[config.mk]
export PLATFORM = sky130hd
export DESIGN_NAME = nibble_packer
export DESIGN_NICKNAME = d
export VERILOG_FILES = /design/src/rtl/nibble_packer_pkg.sv /design/src/rtl/nibble_slot_reg.sv /design/src/rtl/nibble_packer.sv
export SDC_FILE = /design/constraint.sdc
export NUM_CORES = 1
export LEC_CHECK = 0
export CAP_MARGIN = 20
export CORE_MARGIN = 5
export CORE_UTILIZATION = 37
export DETAILED_ROUTE_END_ITERATION = 16
export GPL_TIMING_DRIVEN = 0
export PLACE_DENSITY = 0.88
export SLEW_MARGIN = 10
export SYNTH_ARGS = -nofsm -noshare
export SYNTH_HDL_FRONTEND = slang
export SYNTH_SLANG_ARGS = --single-unit
[constraint.sdc]
create_clock -name clk -period 2.3 [get_ports clk]
set_clock_uncertainty 0.1 [all_clocks]
set_input_delay 0.46 -clock clk [delete_from_list [all_inputs] [get_ports clk]]
set_output_delay 0.46 -clock clk [all_outputs]
set_load 0.03 [all_outputs]
[src/rtl/nibble_packer_pkg.sv]
`default_nettype none
// ============================================================================
// Module  : nibble_packer_pkg
// Purpose : Shared types and constants for the nibble packer.
// Rev     : 1.0  initial release
// ============================================================================
package nibble_packer_pkg;

    localparam int NIB_W = 4;
    localparam int TAG_W = 8;

    typedef enum logic [0:0] {
        FILL = 1'b0,
        FULL = 1'b1
    } state_e;

    function automatic int slot_lo(input int k);
        return NIB_W * k;
    endfunction

endpackage
`default_nettype wire

[src/rtl/nibble_slot_reg.sv]
`default_nettype none
// ============================================================================
// Module  : nibble_slot_reg
// Purpose : One 4-bit packing slot; write takes priority over clear.
// Rev     : 1.0  initial release
// ============================================================================
module nibble_slot_reg
    import nibble_packer_pkg::*;
(
    input  logic             clk,
    input  logic             rst_n,
    input  logic             we_i,
    input  logic             clr_i,
    input  logic [NIB_W-1:0] d_i,
    output logic [NIB_W-1:0] q_o
);

    logic [NIB_W-1:0] nib_q;

    // Write wins so a nibble accepted during hand-off lands in a cleared word.
    always_ff @(posedge clk) begin
        if (!rst_n) begin
            nib_q <= '0;
        end else if (we_i) begin
            nib_q <= d_i;
        end else if (clr_i) begin
            nib_q <= '0;
        end
    end

    assign q_o = nib_q;

endmodule
`default_nettype wire

[src/rtl/nibble_packer.sv]
`default_nettype none
// ============================================================================
// Module  : nibble_packer
// Purpose : Packs NIBBLES 4-bit nibbles LSB-first into a WIDTH-bit word.
//           Optional macro NIBBLE_PACKER_TAG_EN adds an 8-bit word tag on top.
// Rev     : 1.0  initial release
// ============================================================================
module nibble_packer
    import nibble_packer_pkg::*;
#(
    parameter int NIBBLES = 3,
    parameter int WIDTH   = 128
) (
    input  logic             clk,
    input  logic             rst_n,
    input  logic             in_valid_i,
    output logic             in_ready_o,
    input  logic [3:0]       in_nib_i,
    input  logic             in_flush_i,
    output logic             out_valid_o,
    input  logic             out_ready_i,
    output logic [WIDTH-1:0] out_data_o,
    output logic [4:0]       out_count_o
);

`ifdef NIBBLE_PACKER_TAG_EN
    localparam int MIN_W = NIB_W * NIBBLES + TAG_W;
`else
    localparam int MIN_W = NIB_W * NIBBLES;
`endif

    generate
        if (WIDTH < MIN_W || NIBBLES < 1 || NIBBLES > 30) begin : g_param_check
            $error("nibble_packer: illegal NIBBLES/WIDTH combination");
        end
    endgenerate

    state_e     state_q;
    logic [4:0] idx_q;
    logic [4:0] count_q;
    logic [4:0] idx_inc;
    logic       in_xfer;
    logic       out_xfer;

    logic [NIB_W-1:0] slot_q [NIBBLES];
    logic [WIDTH-1:0] out_word;

    assign in_ready_o  = rst_n & ((state_q == FILL) | out_ready_i);
    assign out_valid_o = rst_n & (state_q == FULL);
    assign in_xfer     = in_valid_i & in_ready_o;
    assign out_xfer    = out_valid_o & out_ready_i;
    assign idx_inc     = 5'(idx_q + 5'd1);

    always_ff @(posedge clk) begin
        if (!rst_n) begin
            state_q <= FILL;
            idx_q   <= '0;
            count_q <= '0;
        end else begin
            case (state_q)
                FILL: begin
                    if (in_xfer) begin
                        idx_q <= idx_inc;
                        if (idx_inc == 5'(NIBBLES) || in_flush_i) begin
                            state_q <= FULL;
                            count_q <= idx_inc;
                        end
                    end else if (in_flush_i && idx_q != 5'd0) begin
                        state_q <= FULL;
                        count_q <= idx_q;
                    end
                end
                FULL: begin
                    if (out_xfer) begin
                        if (in_xfer) begin
                            // Hand-off with a fresh nibble already in slot 0.
                            idx_q <= 5'd1;
                            if (NIBBLES == 1 || in_flush_i) begin
                                count_q <= 5'd1;
                            end else begin
                                state_q <= FILL;
                            end
                        end else begin
                            idx_q   <= '0;
                            state_q <= FILL;
                        end
                    end
                end
                default: state_q <= FILL;
            endcase
        end
    end

    generate
        for (genvar k = 0; k < NIBBLES; k++) begin : g_slot
            logic we;
            assign we = in_xfer & (((state_q == FILL) & (idx_q == 5'(k))) |
                                   ((state_q == FULL) & (k == 0)));
            nibble_slot_reg u_slot (
                .clk   (clk),
                .rst_n (rst_n),
                .we_i  (we),
                .clr_i (out_xfer),
                .d_i   (in_nib_i),
                .q_o   (slot_q[k])
            );
        end
    endgenerate

`ifdef NIBBLE_PACKER_TAG_EN
    logic [TAG_W-1:0] tag_q;

    always_ff @(posedge clk) begin
        if (!rst_n) begin
            tag_q <= '0;
        end else if (out_xfer) begin
            tag_q <= tag_q + 8'd1;
        end
    end
`endif

    always_comb begin
        out_word = '0;
        for (int k = 0; k < NIBBLES; k++) begin
            out_word[slot_lo(k) +: NIB_W] = slot_q[k];
        end
`ifdef NIBBLE_PACKER_TAG_EN
        out_word[WIDTH-1 -: TAG_W] = tag_q;
`endif
    end

    assign out_data_o  = out_word;
    assign out_count_o = count_q;

    a_hold_stable: assert property (@(posedge clk) disable iff (!rst_n)
        (out_valid_o && !out_ready_i) |=> ($stable(out_data_o) && $stable(out_count_o)));

    a_idx_range: assert property (@(posedge clk) disable iff (!rst_n)
        idx_q <= 5'(NIBBLES));

endmodule
`default_nettype wire

==> metrics.md, run 1 <==
| Metric | Value |
|---|---|
| Post-route DRC | 0 |
| Largest net degree at the start of global routing | 15 |
| H-tree depth | 1 |
| DIE HEIGHT | 86.4 um |
| CTS tree | done |
| Syn Std Cell Area | 0.00216 mm2 |
| RSZ-0062 raised after global routing | no |
| First drt pass iteration count | 5 |
| Post-route setup TNS | 0 ns |
| Int Pwr | 0.000743 W |
| Clock Sinks | 23 |
| Slew Limit Fails | 0 |
| Final hold violations | 0 |
| Crit Reg-Reg Startpoint | idx_q[2] |
| CP Launch Type | input pin |
| Reg2Reg Capture Point | g_slot[2].u_slot.q_o[1] |
| RePlAce Congestion | 0.880 |
| Fin crit period | 2.22 ns |
| WL/cell | 10.0 um |
| Ant diodes | 0 |
| Hold Path Class | register to register |
| CTS buffer count | 3 |
| Min-delay src | out_count_o[3] |
| Final period util | 0.967 |
| Outcome | completed |
| Worst-skew pair later-pin latency | 0.28 ns |
| Die width | 86.4 um |
| Flop pwr share | 0.330 |
| Count of final setup violators | 0 |
| Hold Path Sink | out_count_o[3] |
| Commonest cells after routing, fill and taps aside | 116 x buf_4, 116 x conb_1, 25 x clkdlybuf4s50_1 |
| Post-synth EDFFs | 0 |
| Top_reg_cell synth | dfxtp_1 |
| Asr flop ratio synth | 0 |
| Synth unique cells | 36 |
| CTS max path bufs | 2 |
| Nets | 425 |
| Sw frac | 0.419 |
| Yosys reg bits | 23 |
| CP Capture Type | output port |
| Site Rows | 27 |
| Initial Utilization | 0.387 |
| Worst reg2reg path depth | 6 |
| Critical Path RT | 1.74 ns |
| Post-DP HPWL | 4130 um |
| Mapped Cells | 264 |
| Boundary Pins | 144 |
| Std-Cell Core Area | 0.00557 mm2 |
| Register-to-register setup slack | 0.48 ns |
| Delay-heaviest family, CP | buffers and inverters |
| Worst path bufs/invs | 4 |
| Slowest cell delay on critical path | 0.51 ns |
| Worst Path Max Fanout | 10 |
| Pre-CTS setup slack | -0.630 ns |
| Drt via density | 3.74 |
| Hold Crit Depth | 2 |
| Sw Pwr | 0.000535 W |
| Part of the power in combinational logic | 0.457 |
| Synth warn | 0 |
| Total global-route track usage | 0.123 |
| Layout cell share with drive strength beyond 1 | 0.332 |
| Max Clock Freq | 449 MHz |
| Global-route wire length before repair | 7680 um |
| Slowest stage cell, crit path | clkdlybuf4s50_1 |
| Die area | 0.00746 mm2 |
| Final Routed Wirelength | 4820 um |
| Layout area overhead | 38.7% |
| Drt initial violations | 92 |
| Maximum vdd drop | 0.259 mV |
| CTS root buffer | clkbuf_8 |
| Clock transition at path regs | 0.09 ns |
| Leak | 1.69 nW |
| Power share of the clock group | 0.213 |
| Total gr overflow | 0 |
| CTS Hold Bufs | 0 |
| Via count | 1,803 |
| Mean area per synthesized cell | 8.17 um2 |
| Max-cap violations | 0 |
| Detail Route Antenna Nets | 0 |
| Total power | 0.00128 W |
| Vias in the first global route | 1,803 |
| CP arrival | 1.66 ns |
| Final worst slack | 0.0752 ns |
| Initial antenna violation count | 0 |
| Register area share after synthesis | 0.213 |
| Crit path cell chain | clkdlybuf4s50_1 > buf_6 > clkbuf_4 > and2_1 > buf_2 |
| Critical path type | input pin to output port |
| Port bufs | 27 |
| Power Density | 427 mW/mm2 |
| Post CTS Setup Buffer Count | 0 |
[what timing repair did]
item / in CTS / in global routing
resized for setup: 10 / 2
setup endpoints to repair: 2 / 1
hold endpoints to repair: 0 / 0
[power groups by stage]
stage               sequential [W]  clock (W)  combinational (W)
floorplan                 0.000445          0           0.000494
global placement          0.000430          0           0.000566
detailed placement        0.000430          0           0.000571
CTS                       0.000421   0.000275           0.000572
global route              0.000424   0.000289           0.000624
finish                    0.000421   0.000272           0.000585
[how the worst max path moves through the flow]
stage	startpoint	endpoint	slack (ns)	cells past startpoint
final	rst_n	in_ready_o	0.08	5
after global routing	rst_n	in_ready_o	0.02	5
after CTS	rst_n	out_valid_o	0.02	5
after detailed placement	rst_n	in_ready_o	-0.63	5
after global placement	rst_n	in_ready_o	-0.62	5
after floorplan	rst_n	in_ready_o	0.58	3
[final cells by class]
class                      instances  area (um2)
buffer                           126         958
clock buffer                       3        41.3
clock inverter                     1        7.51
fill                             518        2580
inverter                           2        7.51
multi-input combinational        228        1170
sequential                        23         460
tap                               72        90.1
timing repair buffer              27         260
[synthesized netlist by cell type, types with 2 or more instances]
master	n	area, um2
buf_4	116	871
dfxtp_1	23	460
nand2_1	21	78.8
and3_1	16	100
o21a_1	9	67.6
nand3_1	8	40.0
buf_6	6	67.6
a21oi_1	5	25.0
ha_1	5	62.6
mux2i_1	5	50.1
o21ai_0	5	25.0
nor2_1	4	15.0
a21boi_0	3	22.5
and2_1	3	18.8
clkbuf_1	3	11.3
nor2b_1	3	18.8
nor3_1	3	15.0
xnor2_1	3	26.3
xor2_1	3	26.3
a31oi_1	2	12.5
and2b_2	2	17.5
inv_1	2	7.51
[kinds of logic (layout without fill, tap and decap cells)]
kind of cell,after synthesis,after routing,share of synthesized area
buf+inv,128,159,0.446
simple gates,65,65,0.164
compound gates,31,31,0.0986
flops,23,23,0.213
xor+xnor,6,6,0.0244
fa+ha+maj,5,5,0.0290
mux,5,5,0.0232
other cells,1,116,0.00174
[tightest hold or removal path, delay by kind of cell, from the launching register on]
| family | cells | cell delay [ns] |
|---|---|---|
| multiplexers | 1 | 0.05 |
| AND/OR/NAND/NOR | 1 | 0.05 |
| flip-flops | 1 | 0.32 |
[flip-flops by register name, indices dropped and copies added, names as in the netlist]
name,cells
g_slot.u_slot.q_o,12
idx_q,5
out_count_o,5
state_q,1
[stage by stage]
stage	instances	hold WS (ns)	util	area, um2
finish	482	0.359	0.537	2990
global route	482	0.385	0.537	2990
CTS	482	0.364	0.538	3000
detailed placement	478	0.351	0.529	2950
global placement	478	0.346	0.529	2950
floorplan	379	0.404	-	2590
[routing by layer]
| layer | track usage | routed length [um] | vias up | share of wire |
|---|---|---|---|---|
| met3 | 0.0361 | 584 | 12 | 0.12 |
| met5 | 0 | 0 | - | 0 |
| met2 | 0.225 | 2430 | 105 | 0.50 |
| met1 | 0.126 | 1680 | 765 | 0.35 |
| met4 | 0.0623 | 120 | 0 | 0.025 |
| li1 | - | - | 921 | - |
Power figures use the tool's default switching activity.
==> run 2, diff against run 1 <==
Settings changed: CORE_UTILIZATION 37 to 55, DONT_BUFFER_PORTS set to 1, PLACE_DENSITY 0.88 to 0.75, SLEW_MARGIN 10 to not set.
Clock period 2.3 ns to 2.2 ns, I/O delays scaled along.
==> run 2 against run 1 <==
Net effect:
- via count is 9.5% lower
- largest cell class is now multi-input gates
- global-route usage is 3.1 points higher
- register-to-register slack worse by 0.12 ns
- combinational power is 6.0% lower
- wire length is 10% lower
- setup slack better by 0.28 ns
- clock power is 3% lower
- sequential share of layout area is 1.7 points higher
- worst hold slack worse by 0.14 ns
- power is 0.49% lower
==> metrics.md, run 2 (synthesis gave the netlist of run 1 again) <==
| Metric | Value |
|---|---|
| Clock transition at path regs | 0.08 ns (about the same) |
| Layout area overhead | 24.9% |
| Ant diodes | 0 (unchanged) |
| RePlAce Congestion | 0.863 (-1.9%) |
| Site Rows | 22 (-19%) |
| Detail Route Antenna Nets | 0 (unchanged) |
| Die width | 72.6 um (-16%) |
| Initial Utilization | 0.576 (+0.189) |
| CP Launch Type | input pin |
| Critical Path RT | 1.66 ns (-0.08 ns) |
| Total gr overflow | 0 (unchanged) |
| Clock Sinks | 23 (unchanged) |
| CTS max path bufs | 2 (unchanged) |
| Fin crit period | 1.85 ns |
| Max-cap violations | 0 (unchanged) |
| Final period util | 0.840 |
| DIE HEIGHT | 72.6 um (-16%) |
| Drt via density | 3.79 (+1.2%) |
| Power Density | 472 mW/mm2 (+10%) |
| RSZ-0062 raised after global routing | no |
| Boundary Pins | 144 (unchanged) |
| Commonest cells after routing, fill and taps aside | 116 x buf_4, 116 x conb_1, 23 x dfxtp_1 |
| Nets | 398 (-6.4%) |
| Largest net degree at the start of global routing | 14 (-1) |
| Std-Cell Core Area | 0.00374 mm2 (-33%) |
| Worst-skew pair later-pin latency | 0.26 ns (-0.02 ns) |
| CTS buffer count | 3 (unchanged) |
| Total power | 0.00127 W (-0.49%) |
| CTS resizes | 0 (-10) |
| CP Capture Type | output port |
| First drt pass iteration count | 4 (-1) |
| Initial antenna violation count | 0 (unchanged) |
| Total global-route track usage | 0.154 (+0.0308) |
| Met2 Track Usage GR | 0.253 (+0.0272) |
| Slew Limit Fails | 0 (unchanged) |
| Post-DP HPWL | 3670 um (-11%) |
| M1 GR Usage | 0.183 (+0.0570) |
| Hold Path Class | input pin to register |
| Max Clock Freq | 541 MHz |
| M3 GR Usage | 0.0634 (+0.0272) |
| CTS root buffer | clkbuf_8 |
| Max FFs per register | 12 (unchanged) |
| Placed Area | 0.00265 mm2 (-10%) |
| Global-route wire length before repair | 6630 um (-14%) |
| Vias in the first global route | 1,500 (-17%) |
| Die area | 0.00527 mm2 (-29%) |
| Critical path type | input pin to output port |
| Min-delay src | in_nib_i[0] |
| Outcome | completed |
| Post-route setup TNS | 0 ns (unchanged) |
| Setup crit start | rst_n |
| Worst Path Max Fanout | 10 (unchanged) |
| CTS Hold Bufs | 0 (unchanged) |
| WL/cell | 10.0 um (+0.30%) |
| CP arrival | 1.31 ns (-0.35 ns) |
| # fillers | 334 (-36%) |
| Layout cell share with drive strength beyond 1 | 0.347 (+0.0156) |
| GRT Max-Usage Layer | met2 |
| Via count | 1,632 (-9.5%) |
| Post-route DRC | 0 (unchanged) |
| CTS tree | done |
| Design area | 0.00270 mm2 (-9.9%) |
| Final Routed Wirelength | 4320 um (-10%) |
| Leak | 1.59 nW (-5.8%) |
| Port bufs | 0 (-100%) |
| Maximum vdd drop | 0.243 mV (-6.1%) |
| H-tree depth | 1 (unchanged) |
| Crit Reg-Reg Startpoint | idx_q[0] |
| Count of final setup violators | 0 (unchanged) |
| Post CTS Setup Buffer Count | 0 (unchanged) |
| Final hold violations | 0 (unchanged) |
| Drt initial violations | 71 (-23%) |
[run 2: power breakdown]
part           leakage [nW]  internal (W)  switching (W)
clock network        0.0255      0.000126       0.000136
registers             0.186      0.000430      0.0000293
logic                  1.38      0.000189       0.000361
[run 2: area by class of cell]
class	instances	area, um2	area share
plain buffers	126	955	0.354
flip-flops and latches	23	460	0.171
well taps	48	60.1	0.0223
inverters	2	7.51	0.00279
multi-input cells	228	1170	0.433
clock inverters	1	5.00	0.00186
clock buffers	3	41.3	0.0153
[run 2: per-layer routing]
metal	vias up	routed length, um
met2	101	1940
met4	0	65
li1	869	-
met1	655	1690
met5	-	0
met3	7	630
[run 2: through the flow]
stage	setup WS, ns	util	hold slack (ns)	instances
finish	0.352	0.720	0.214	431
detailed placement	0.334	0.708	0.460	427
CTS	0.339	0.720	0.209	431
global placement	0.357	0.708	0.444	427
floorplan	0.525	-	0.404	379
global route	0.224	0.720	0.206	431
[run 2: worst paths after layout]
kind                                           endpoint  slack [ns]  depth (start not counted)
worst min register to register                 idx_q[4]        0.48                          1
worst max-delay path                         in_ready_o        0.35                          3
worst min-delay path            g_slot[0].u_slot.q_o[0]        0.21                          2
worst max register to register           out_count_o[0]        0.36                          6
[run 2: worst max-delay path: stages]
cell,delay (ns)
buf_6,0.11
clkbuf_1,0.35
and2_1,0.40
==> run 3, diff against run 2 <==
Settings changed: PLACE_DENSITY 0.75 to 0.78.
Clock period 2.2 ns to 1.6 ns, I/O delays scaled along.
==> run 3 against run 2 <==
Net effect:
- first-iteration DRC count is 17% higher
- combinational power is 46% higher
- critical path depth is 2 higher
- largest power group unchanged
- final area is 6.2% higher
- non-clock buffer count is 8 higher
- the flow now finishes with violations (setup timing)
- sequential power is 38% higher
- setup slack worse by 0.39 ns
- sequential share of layout area is 0.30 points lower
- highest routed layer unchanged
==> metrics.md, run 3 (synthesis gave the netlist of run 1 again) <==
| Metric | Value |
|---|---|
| Post-route setup TNS | -0.261 ns (-0.261 ns) |
| Clock Sinks | 23 (unchanged) |
| Reg2Reg Capture Point | g_slot[2].u_slot.q_o[0] |
| Register area | 480 um2 (+4.3%) |
| Max-cap violations | 0 (unchanged) |
| Via count | 1,757 (+7.7%) |
| Slew Limit Fails | 0 (unchanged) |
| RePlAce Congestion | 0.845 (-2.1%) |
| Worst reg2reg path depth | 5 (-1) |
| Layout cell share with drive strength beyond 1 | 0.417 (+0.0696) |
| Final hold violations | 0 (unchanged) |
| CTS buffer count | 3 (unchanged) |
| Vias in the first global route | 1,532 (+2.1%) |
| Drt initial violations | 83 (+17%) |
| Global-route wire length before repair | 6890 um (+4.0%) |
| Final Routed Wirelength | 4920 um (+14%) |
| Initial antenna violation count | 0 (unchanged) |
| Pre-CTS setup slack | -0.200 ns (-0.534 ns) |
| Total power | 0.00179 W (+41%) |
| Power Density | 625 mW/mm2 (+32%) |
| Count of final setup violators | 13 (+13) |
| CTS tree | done |
| Commonest non-fill, non-tap cell in the layout | buf_4 |
| Multi-input gate area | 0.00124 mm2 (+6.8%) |
| Failing checks | setup timing |
| Ant diodes | 0 (unchanged) |
| CTS max path bufs | 2 (unchanged) |
| # fillers | 293 (-12%) |
| Leak | 1.65 nW (+3.9%) |
| Crit path cell chain | nor3_4 > nor3b_4 > nand2_2 > and3_1 > o21a_1 |
| Critical Path RT | 1.66 ns (about the same) |
| Critical Path End | g_slot[2].u_slot.q_o[0] |
| Worst-skew pair later-pin latency | 0.26 ns (about the same) |
| Final worst slack | -0.0392 ns (-0.391 ns) |
| Post-DP HPWL | 3800 um (+3.6%) |
| Hold Crit Depth | 2 (unchanged) |
| Port bufs | 0 (unchanged) |
| RSZ-0062 raised after global routing | yes |
| Drt via density | 4.00 (+5.7%) |
| CP Launch Type | register |
| Site Rows | 22 (unchanged) |
| WL/cell | 11.2 um (+12%) |
| Critical path type | register to register |
| Commonest cells after routing, fill and taps aside | 126 x buf_4, 116 x conb_1, 19 x nand2_1 |
| CTS Hold Bufs | 0 (unchanged) |
| Boundary Pins | 144 (unchanged) |
| Hold Path Class | input pin to register |
| Crit Reg-Reg Startpoint | idx_q[2] |
| CP Capture Type | register |
| H-tree depth | 1 (unchanged) |
| CTS root buffer | clkbuf_8 |
| Total gr overflow | 0 (unchanged) |
| Largest net degree at the start of global routing | 13 (-1) |
| Outcome | finished, violations left |
| Post-route DRC | 0 (unchanged) |
| Final period util | 1.02 |
| Detail Route Antenna Nets | 0 (unchanged) |
| Post-Place Cells | 427 (unchanged) |
| Std-Cell Core Area | 0.00374 mm2 (unchanged) |
| DIE HEIGHT | 72.6 um (unchanged) |
| Die area | 0.00527 mm2 (unchanged) |
| Slowest stage cell, crit path | dfxtp_4 |
| Max FFs per register | 12 (unchanged) |
| Total global-route track usage | 0.159 (+0.00566) |
| Layout area overhead | 32.7% |
| Maximum vdd drop | 0.319 mV (+31%) |
| CP arrival | 1.70 ns (+0.39 ns) |
| Setup crit start | idx_q[2] |
| Non-filler cells, final | 439 (+1.9%) |
| Nets | 406 (+2.0%) |
| Worst Path Max Fanout | 5 (-5) |
| Register-to-register setup slack | -0.04 ns (-0.40 ns) |
| Clock transition at path regs | 0.08 ns (about the same) |
| First drt pass iteration count | 4 (unchanged) |
| Max Clock Freq | 610 MHz |
| Fin crit period | 1.64 ns |
| Die width | 72.6 um (unchanged) |
| Initial Utilization | 0.576 (unchanged) |
| Slowest cell delay on critical path | 0.38 ns (-0.02 ns) |
## run 3: changes by cell type in the layout (fill, tap and decap cells not counted), sizes merged
cell    delta
buf        +9
clkinv     -1
## run 3: timing repair
action / 4_1_cts / 5_1_grt
resized for setup: 17 / 16
setup buffers: 2 / 9
hold endpoints to repair: 0 / 0
gates cloned: 0 / 0
setup endpoints to repair: 19 / 20
pin swaps: 3 / 5
## run 3: through the flow
| step | hold slack (ns) | cell area, um2 | utilization |
|---|---|---|---|
| global placement | 0.369 | 2650 | 0.708 |
| global route | 0.0999 | 2860 | 0.765 |
| CTS | 0.0984 | 2740 | 0.731 |
| detailed placement | 0.381 | 2650 | 0.708 |
| floorplan | 0.355 | 2590 | - |
| finish | 0.106 | 2860 | 0.765 |
## run 3: worst min-delay path by stage
| stage | start | to |
|---|---|---|
| after floorplan | in_nib_i[0] | g_slot[0].u_slot.q_o[0] |
| after global placement | in_nib_i[1] | g_slot[0].u_slot.q_o[1] |
| after detailed placement | in_nib_i[0] | g_slot[0].u_slot.q_o[0] |
| after CTS | in_nib_i[0] | g_slot[0].u_slot.q_o[0] |
| after global routing | in_nib_i[1] | g_slot[0].u_slot.q_o[1] |
| final | in_nib_i[0] | g_slot[0].u_slot.q_o[0] |
## run 3: critical path: cells and delay by family, from the launching register on
family / cells / cell delay [ns]
and+or+nand+nor: 4 / 0.90
AOI/OAI and AO/OA: 1 / 0.16
DFF: 1 / 0.38
## run 3: cell type report
type / instances / share of cell area
multi-input cells: 228 / 0.435
plain buffers: 123 / 0.324
flip-flops and latches: 23 / 0.168
repair buffers: 11 / 0.0332
well taps: 48 / 0.0210
clock buffers: 4 / 0.0157
inverters: 2 / 0.00350
## run 3: power breakdown
| part | total [W] | internal (W) | switching, W |
|---|---|---|---|
| Combinational | 0.000802 | 0.000289 | 0.000513 |
| Sequential | 0.000635 | 0.000587 | 0.0000480 |
| Clock | 0.000350 | 0.000177 | 0.000173 |
## run 3: layer usage
metal  up-vias  track usage  part of all wire
li1        883            -                 -
met1       744        0.180              0.34
met2       121        0.266              0.49
met3         9       0.0689              0.15
met4         0       0.0594             0.015
met5         -            0                 0
